File: config.mk
export PLATFORM = sky130hd
export DESIGN_NAME = dram_bank_timing_monitor
export DESIGN_NICKNAME = d
export VERILOG_FILES = /design/src/rtl/dram_bank_timing_monitor.sv
export SDC_FILE = /design/constraint.sdc
export NUM_CORES = 1
export LEC_CHECK = 0
export BUFFER_PORTS_ARGS = -buffer_cell sky130_fd_sc_hd__buf_2
export CAP_MARGIN = 40
export CORE_MARGIN = 2
export CORE_UTILIZATION = 59
export DETAILED_ROUTE_END_ITERATION = 12
export GPL_TIMING_DRIVEN = 0
export MAX_ROUTING_LAYER = met4
export PLACE_DENSITY = 0.76
export SYNTH_ARGS = -nofsm -noshare
export SYNTH_HDL_FRONTEND = slang
export SYNTH_SLANG_ARGS = --single-unit
export TNS_END_PERCENT = 50
File: constraint.sdc
create_clock -name clk -period 2.6 [get_ports clk]
set_input_delay 0.26 -clock clk [delete_from_list [all_inputs] [get_ports clk]]
set_output_delay 0.26 -clock clk [all_outputs]
set_load 0.1 [all_outputs]
File: src/rtl/dram_bank_timing_monitor.sv
// Passive DRAM command-bus monitor: tracks per-bank row state and elapsed cycles,
// and reports tRCD/tRAS/tRP and protocol violations as a registered pulse plus a counter.
module dram_bank_timing_monitor #(
  parameter int NUM_BANKS = 4,
  parameter int BANK_W    = (NUM_BANKS > 1) ? $clog2(NUM_BANKS) : 1,
  parameter int TRCD      = 3,
  parameter int TRAS      = 7,
  parameter int TRP       = 3,
  parameter int CNT_W     = 8
) (
  input  logic                 clk,
  input  logic                 rst_n,
  input  logic                 cmd_valid,
  input  logic [2:0]           cmd,
  input  logic [BANK_W-1:0]    cmd_bank,
  input  logic                 clear_cnt,
  output logic [NUM_BANKS-1:0] bank_open,
  output logic                 viol_valid,
  output logic [2:0]           viol_code,
  output logic [BANK_W-1:0]    viol_bank,
  output logic [CNT_W-1:0]     viol_cnt
);

  localparam int MAXT = (TRCD > TRAS) ? ((TRCD > TRP) ? TRCD : TRP)
                                      : ((TRAS > TRP) ? TRAS : TRP);
  localparam int TW = $clog2(MAXT + 1);
  localparam logic [TW-1:0] TMAX   = TW'(MAXT);
  localparam logic [TW-1:0] TRCD_C = TW'(TRCD);
  localparam logic [TW-1:0] TRAS_C = TW'(TRAS);
  localparam logic [TW-1:0] TRP_C  = TW'(TRP);

  localparam logic [2:0] OP_NOP  = 3'd0;
  localparam logic [2:0] OP_ACT  = 3'd1;
  localparam logic [2:0] OP_RD   = 3'd2;
  localparam logic [2:0] OP_WR   = 3'd3;
  localparam logic [2:0] OP_PRE  = 3'd4;
  localparam logic [2:0] OP_PREA = 3'd5;

  typedef enum logic [1:0] {IDLE, ACTIVE, PRECHG} bank_state_t;

  bank_state_t     state   [NUM_BANKS];
  logic [TW-1:0]   cnt_act [NUM_BANKS];
  logic [TW-1:0]   cnt_pre [NUM_BANKS];

  logic              viol_hit_p0;
  logic [2:0]        viol_code_p0;
  logic [BANK_W-1:0] viol_bank_p0;

  function automatic logic [TW-1:0] tick(input logic [TW-1:0] c);
    return (c >= TMAX) ? TMAX : c + TW'(1);
  endfunction

  function automatic logic [CNT_W-1:0] sat_inc(input logic [CNT_W-1:0] c);
    return (&c) ? c : c + CNT_W'(1);
  endfunction

  always_comb begin
    for (int b = 0; b < NUM_BANKS; b++) bank_open[b] = (state[b] == ACTIVE);
  end

  // p0: classify the command against the state seen this cycle
  always_comb begin
    viol_hit_p0  = 1'b0;
    viol_code_p0 = 3'd0;
    viol_bank_p0 = cmd_bank;
    if (cmd_valid) begin
      case (cmd)
        OP_NOP: ;
        OP_RD, OP_WR: begin
          if (state[cmd_bank] != ACTIVE) begin
            viol_hit_p0  = 1'b1;
            viol_code_p0 = 3'd4;
          end else if (cnt_act[cmd_bank] < TRCD_C) begin
            viol_hit_p0  = 1'b1;
            viol_code_p0 = 3'd1;
          end
        end
        OP_PRE: begin
          if (state[cmd_bank] == ACTIVE && cnt_act[cmd_bank] < TRAS_C) begin
            viol_hit_p0  = 1'b1;
            viol_code_p0 = 3'd2;
          end
        end
        OP_PREA: begin
          // descending scan so the lowest offending bank is the one reported
          for (int b = NUM_BANKS - 1; b >= 0; b--) begin
            if (state[b] == ACTIVE && cnt_act[b] < TRAS_C) begin
              viol_hit_p0  = 1'b1;
              viol_code_p0 = 3'd2;
              viol_bank_p0 = BANK_W'(b);
            end
          end
        end
        OP_ACT: begin
          if (state[cmd_bank] == ACTIVE) begin
            viol_hit_p0  = 1'b1;
            viol_code_p0 = 3'd5;
          end else if (state[cmd_bank] == PRECHG && cnt_pre[cmd_bank] < TRP_C) begin
            viol_hit_p0  = 1'b1;
            viol_code_p0 = 3'd3;
          end
        end
        default: begin
          viol_hit_p0  = 1'b1;
          viol_code_p0 = 3'd6;
        end
      endcase
    end
  end

  // p1: bank state, counters and registered violation report (rst_n is active-high)
  always_ff @(posedge clk or posedge rst_n) begin
    if (rst_n) begin
      for (int b = 0; b < NUM_BANKS; b++) begin
        state[b]   <= IDLE;
        cnt_act[b] <= TMAX;
        cnt_pre[b] <= TMAX;
      end
      viol_valid <= 1'b0;
      viol_code  <= 3'd0;
      viol_bank  <= '0;
      viol_cnt   <= '0;
    end else begin
      for (int b = 0; b < NUM_BANKS; b++) begin
        cnt_act[b] <= tick(cnt_act[b]);
        cnt_pre[b] <= tick(cnt_pre[b]);
        if (state[b] == PRECHG && cnt_pre[b] >= TRP_C) state[b] <= IDLE;
        if (cmd_valid) begin
          if (cmd == OP_ACT && cmd_bank == BANK_W'(b)) begin
            state[b]   <= ACTIVE;
            cnt_act[b] <= TW'(1);
          end else if (state[b] == ACTIVE &&
                       (cmd == OP_PREA || (cmd == OP_PRE && cmd_bank == BANK_W'(b)))) begin
            state[b]   <= PRECHG;
            cnt_pre[b] <= TW'(1);
          end
        end
      end
      viol_valid <= viol_hit_p0;
      if (viol_hit_p0) begin
        viol_code <= viol_code_p0;
        viol_bank <= viol_bank_p0;
      end
      if (clear_cnt)        viol_cnt <= viol_hit_p0 ? CNT_W'(1) : '0;
      else if (viol_hit_p0) viol_cnt <= sat_inc(viol_cnt);
    end
  end

endmodule

==> run_results.csv <==
group,metric,value,unit
outcome,status,"completed",
synth,synth-async-reset-ratio,100,%
synth,synth_top_area_share,23.3,%
die,ioPinCount,27,
placed_design,post-dp-hpwl,4090,microns
grt,antenna_found_initial,0,
cts,clock_sinks,46,
synth,yosys-top-cells-count,"30 x nand2_1, 24 x dfstp_2, 22 x dfrtp_1",
placed_design,portBuffers,23,
synth,yosys_warnings,0,
critical_path,cp_data_arrival_time,2.67,ns
critical_path,cp_cell_sequence,"a211oi_1 > a21oi_1 > a2111oi_2 > a211o_2 > o21ai_2 > or4_1 > a21oi_1",
detailed_routing,routed_wl,5440,microns
cts,clk_pin_slew_worst_paths,0.08,ns
die,row_count,24,
power_and_ir_drop,sw_frac_of_total,41.3,%
detailed_routing,routed-via-count,2135,
cts,insertion_delay,0.30,ns
cts,cts-root-buf,"clkbuf_8",
critical_path,critPathLaunchType,"flop",
hold_path,worstHoldPathType,"in2reg",
die,core_area,4380,sq um
detailed_routing,drt_iter0_markers,109,
grt,overflow,0,
critical_path,worst-path-buf-inv,0,
cells_and_area,drive_gt1_share,23.9,%
timing,whs,0.251,ns
synth,synth_cell_type_count,54,
synth,avgSynthCellArea,10.3,sq um
cells_and_area,fin_nets,326,
cts,htree_levels,2,
power_and_ir_drop,switching_power,0.000792,W
detailed_routing,drc,0,
synth,syn_area,2710,sq um
grt,grt_pass1_wl,9580,microns
power_and_ir_drop,internal_power,0.00113,W
detailed_routing,avgViaCountPerCell,6.12,
die,die_y,71.8,microns
placed_design,globalplace.congestion,0.913,
cells_and_area,area_delta_synth_final,11.5,%
timing,finalSetupViolCount,0,
synth,post-synth-top-count-cell,"nand2_1",
timing,max_freq,0.410,GHz
synth,yosys-top-cells-area,"dfstp_2 23%, dfrtp_1 20%, ha_1 9.7%",
critical_path,path_class,"reg2reg",
synth,synth_edf_count,0,
die,die_w,71.8,microns
cells_and_area,stdcell_count,349,
cts,cts_setup_buffers,0,
power_and_ir_drop,power_frac_comb,34.9,%
critical_path,crit_required,2.83,ns
power_and_ir_drop,power_frac_seq,43.4,%
timing,min_period_over_period,93.8,%
timing,hold_viol,0,
critical_path,cp_top_family,"compound AO/OA/AOI/OAI gates",
power_and_ir_drop,peakVddDrop,0.409,mV
placed_design,dp_cells,340,
critical_path,worstPathMaxFanout,6,
synth,syn-num-nets,294,
detailed_routing,ant_nets,0,
cts,clk_path_buf_depth,2,
critical_path,endpoint_kind,"flop",
cts,cts_tree,"built",
cells_and_area,diodes,0,
timing,max_slew.worst_pin.slew,0.571,ns
die,start_util,61.8,%
synth,synth_seq_cells,46,
flow_run,maxCapViolations,0,
critical_path,cpMostUsedCell,"a21oi_1",
timing,report.final.slew_viol_count,0,
cts,cts_buffers,5,
timing,rsz0062_at_grt,"no",
grt,grt_usage,24.7,%
synth,syn_inst,264,
synth,ys.flop_type,"dfstp_2",
grt,grt_pass1_vias,2029,
critical_path,cpMaxStageDelayCell,"or4_1",
die,dieArea,5150,sq um
grt,grt_max_degree,25,
power_and_ir_drop,clkPwrFrac,21.7,%
power_and_ir_drop,p_leak,1.36,nW
detailed_routing,routedWlPerCell,15.6,microns
timing,clock_skew,0.00801,ns
timing,maxSlewHeadroom,61.7,%
timing,fin_crit,2.44,ns
power_and_ir_drop,powerDensity,636,nW/um^2
detailed_routing,dr.pass1.iters,4,
synth,seq_area_frac_synth,43.6,%
cells_and_area,fillers,363,
critical_path,slowest_delay,0.54,ns
synth,synth_top_area_cell,"dfstp_2",
-- placed cells by master (no fill, tap or decap), types with 5 or more instances in the layout --
cell type | synthesis | layout
a21oi_1 | 20 | 20
buf_2 | 1 | 24
clkbuf_1 | 4 | 7
clkbuf_8 | 0 | 5
dfrtp_1 | 22 | 22
dfstp_2 | 24 | 24
ha_1 | 21 | 21
inv_1 | 15 | 14
nand2_1 | 30 | 30
nand2b_1 | 5 | 5
nand3_1 | 9 | 9
nand4b_1 | 8 | 8
nor2_1 | 6 | 6
nor2b_1 | 8 | 5
o211ai_1 | 6 | 6
o21a_1 | 6 | 6
o21ai_0 | 9 | 9
o31a_1 | 6 | 6
-- metal layers --
metal,GRT usage [%],up-vias,share of wire [%]
met5,-,-,0
met4,6.92,0,1.2
met3,4.50,8,5.5
met2,38.7,60,48
met1,33.1,1015,45
li1,-,1052,-
-- power groups by stage --
| stage | Clock, W | Sequential [W] | Combinational, W |
|---|---|---|---|
| 3_5_place_dp | 0 | 0.000845 | 0.000670 |
| 5_1_grt | 0.000455 | 0.000841 | 0.000711 |
| 6_report | 0.000417 | 0.000833 | 0.000670 |
| 3_3_place_gp | 0 | 0.000844 | 0.000656 |
| 4_1_cts | 0.000432 | 0.000833 | 0.000672 |
| 2_1_floorplan | 0 | 0.00100 | 0.000391 |
-- registers in the layout, indices dropped and copies added, names as in the netlist --
signal,flops
viol_bank,2
viol_valid,1
cnt_pre,12
state,8
viol_code,3
cnt_act,12
viol_cnt,8
-- logic make-up after synthesis --
kind of cell | Yosys count | synth area share (%)
flip-flops | 46 | 43.6
AO/OA/AOI/OAI | 76 | 19.3
adder cells (fa/ha/maj) | 21 | 9.70
multiplexers | 6 | 3.83
buffers and inverters | 24 | 4.20
AND/OR/NAND/NOR | 91 | 19.4
-- per-stage QoR --
step	TNS [ns]	utilization (%)	setup slack (ns)	cell area, sq um	power [W]
finish	0	68.9	0.160	3020	0.00192
global route	0	68.9	0.0321	3020	0.00201
CTS	0	68.9	0.171	3020	0.00194
detailed placement	-0.582	66.8	-0.108	2930	0.00151
global placement	-0.433	66.2	-0.0778	2900	0.00150
floorplan	0	-	0.0126	2720	0.00139
-- tightest hold or removal path: stages --
cell and delay, ns:
buf_2 0.15, nand2_1 0.07, nand2_1 0.04
-- what timing repair did --
action / CTS / global route
endpoints found under the hold margin: 1 / 0
gates resized for setup: 0 / 0
hold buffers: 1 / 0
-- area by class of cell --
type,count,area (sq um),area share [%]
Clock buffer,8,80.1,2.65
Tap cell,52,65.1,2.15
Multi-Input combinational cell,194,1430,47.2
Sequential cell,46,1180,39.1
Timing Repair Buffer,25,153,5.06
Buffer,9,57.6,1.91
Inverter,15,56.3,1.86
-- worst paths after layout --
check                                              start  cells past startpoint                  endpoint  slack (ns)
worst max-delay path                cnt_pre[6]$_DFF_PP1_                      7   viol_cnt[3]$_DFFE_PP0P_        0.16
worst min-delay path                           cmd_valid                      3  viol_code[1]$_DFFE_PP0P_        0.25
worst max register to register      cnt_pre[6]$_DFF_PP1_                      7   viol_cnt[3]$_DFFE_PP0P_        0.16
worst min register to register  viol_bank[0]$_DFFE_PP0P_                      2  viol_bank[0]$_DFFE_PP0P_        0.47
max in group asynchronous                          rst_n                      4      cnt_act[5]$_DFF_PP1_        1.46
min in group asynchronous                          rst_n                      3  viol_code[0]$_DFFE_PP0P_        0.56
Power figures use the tool's default switching activity.
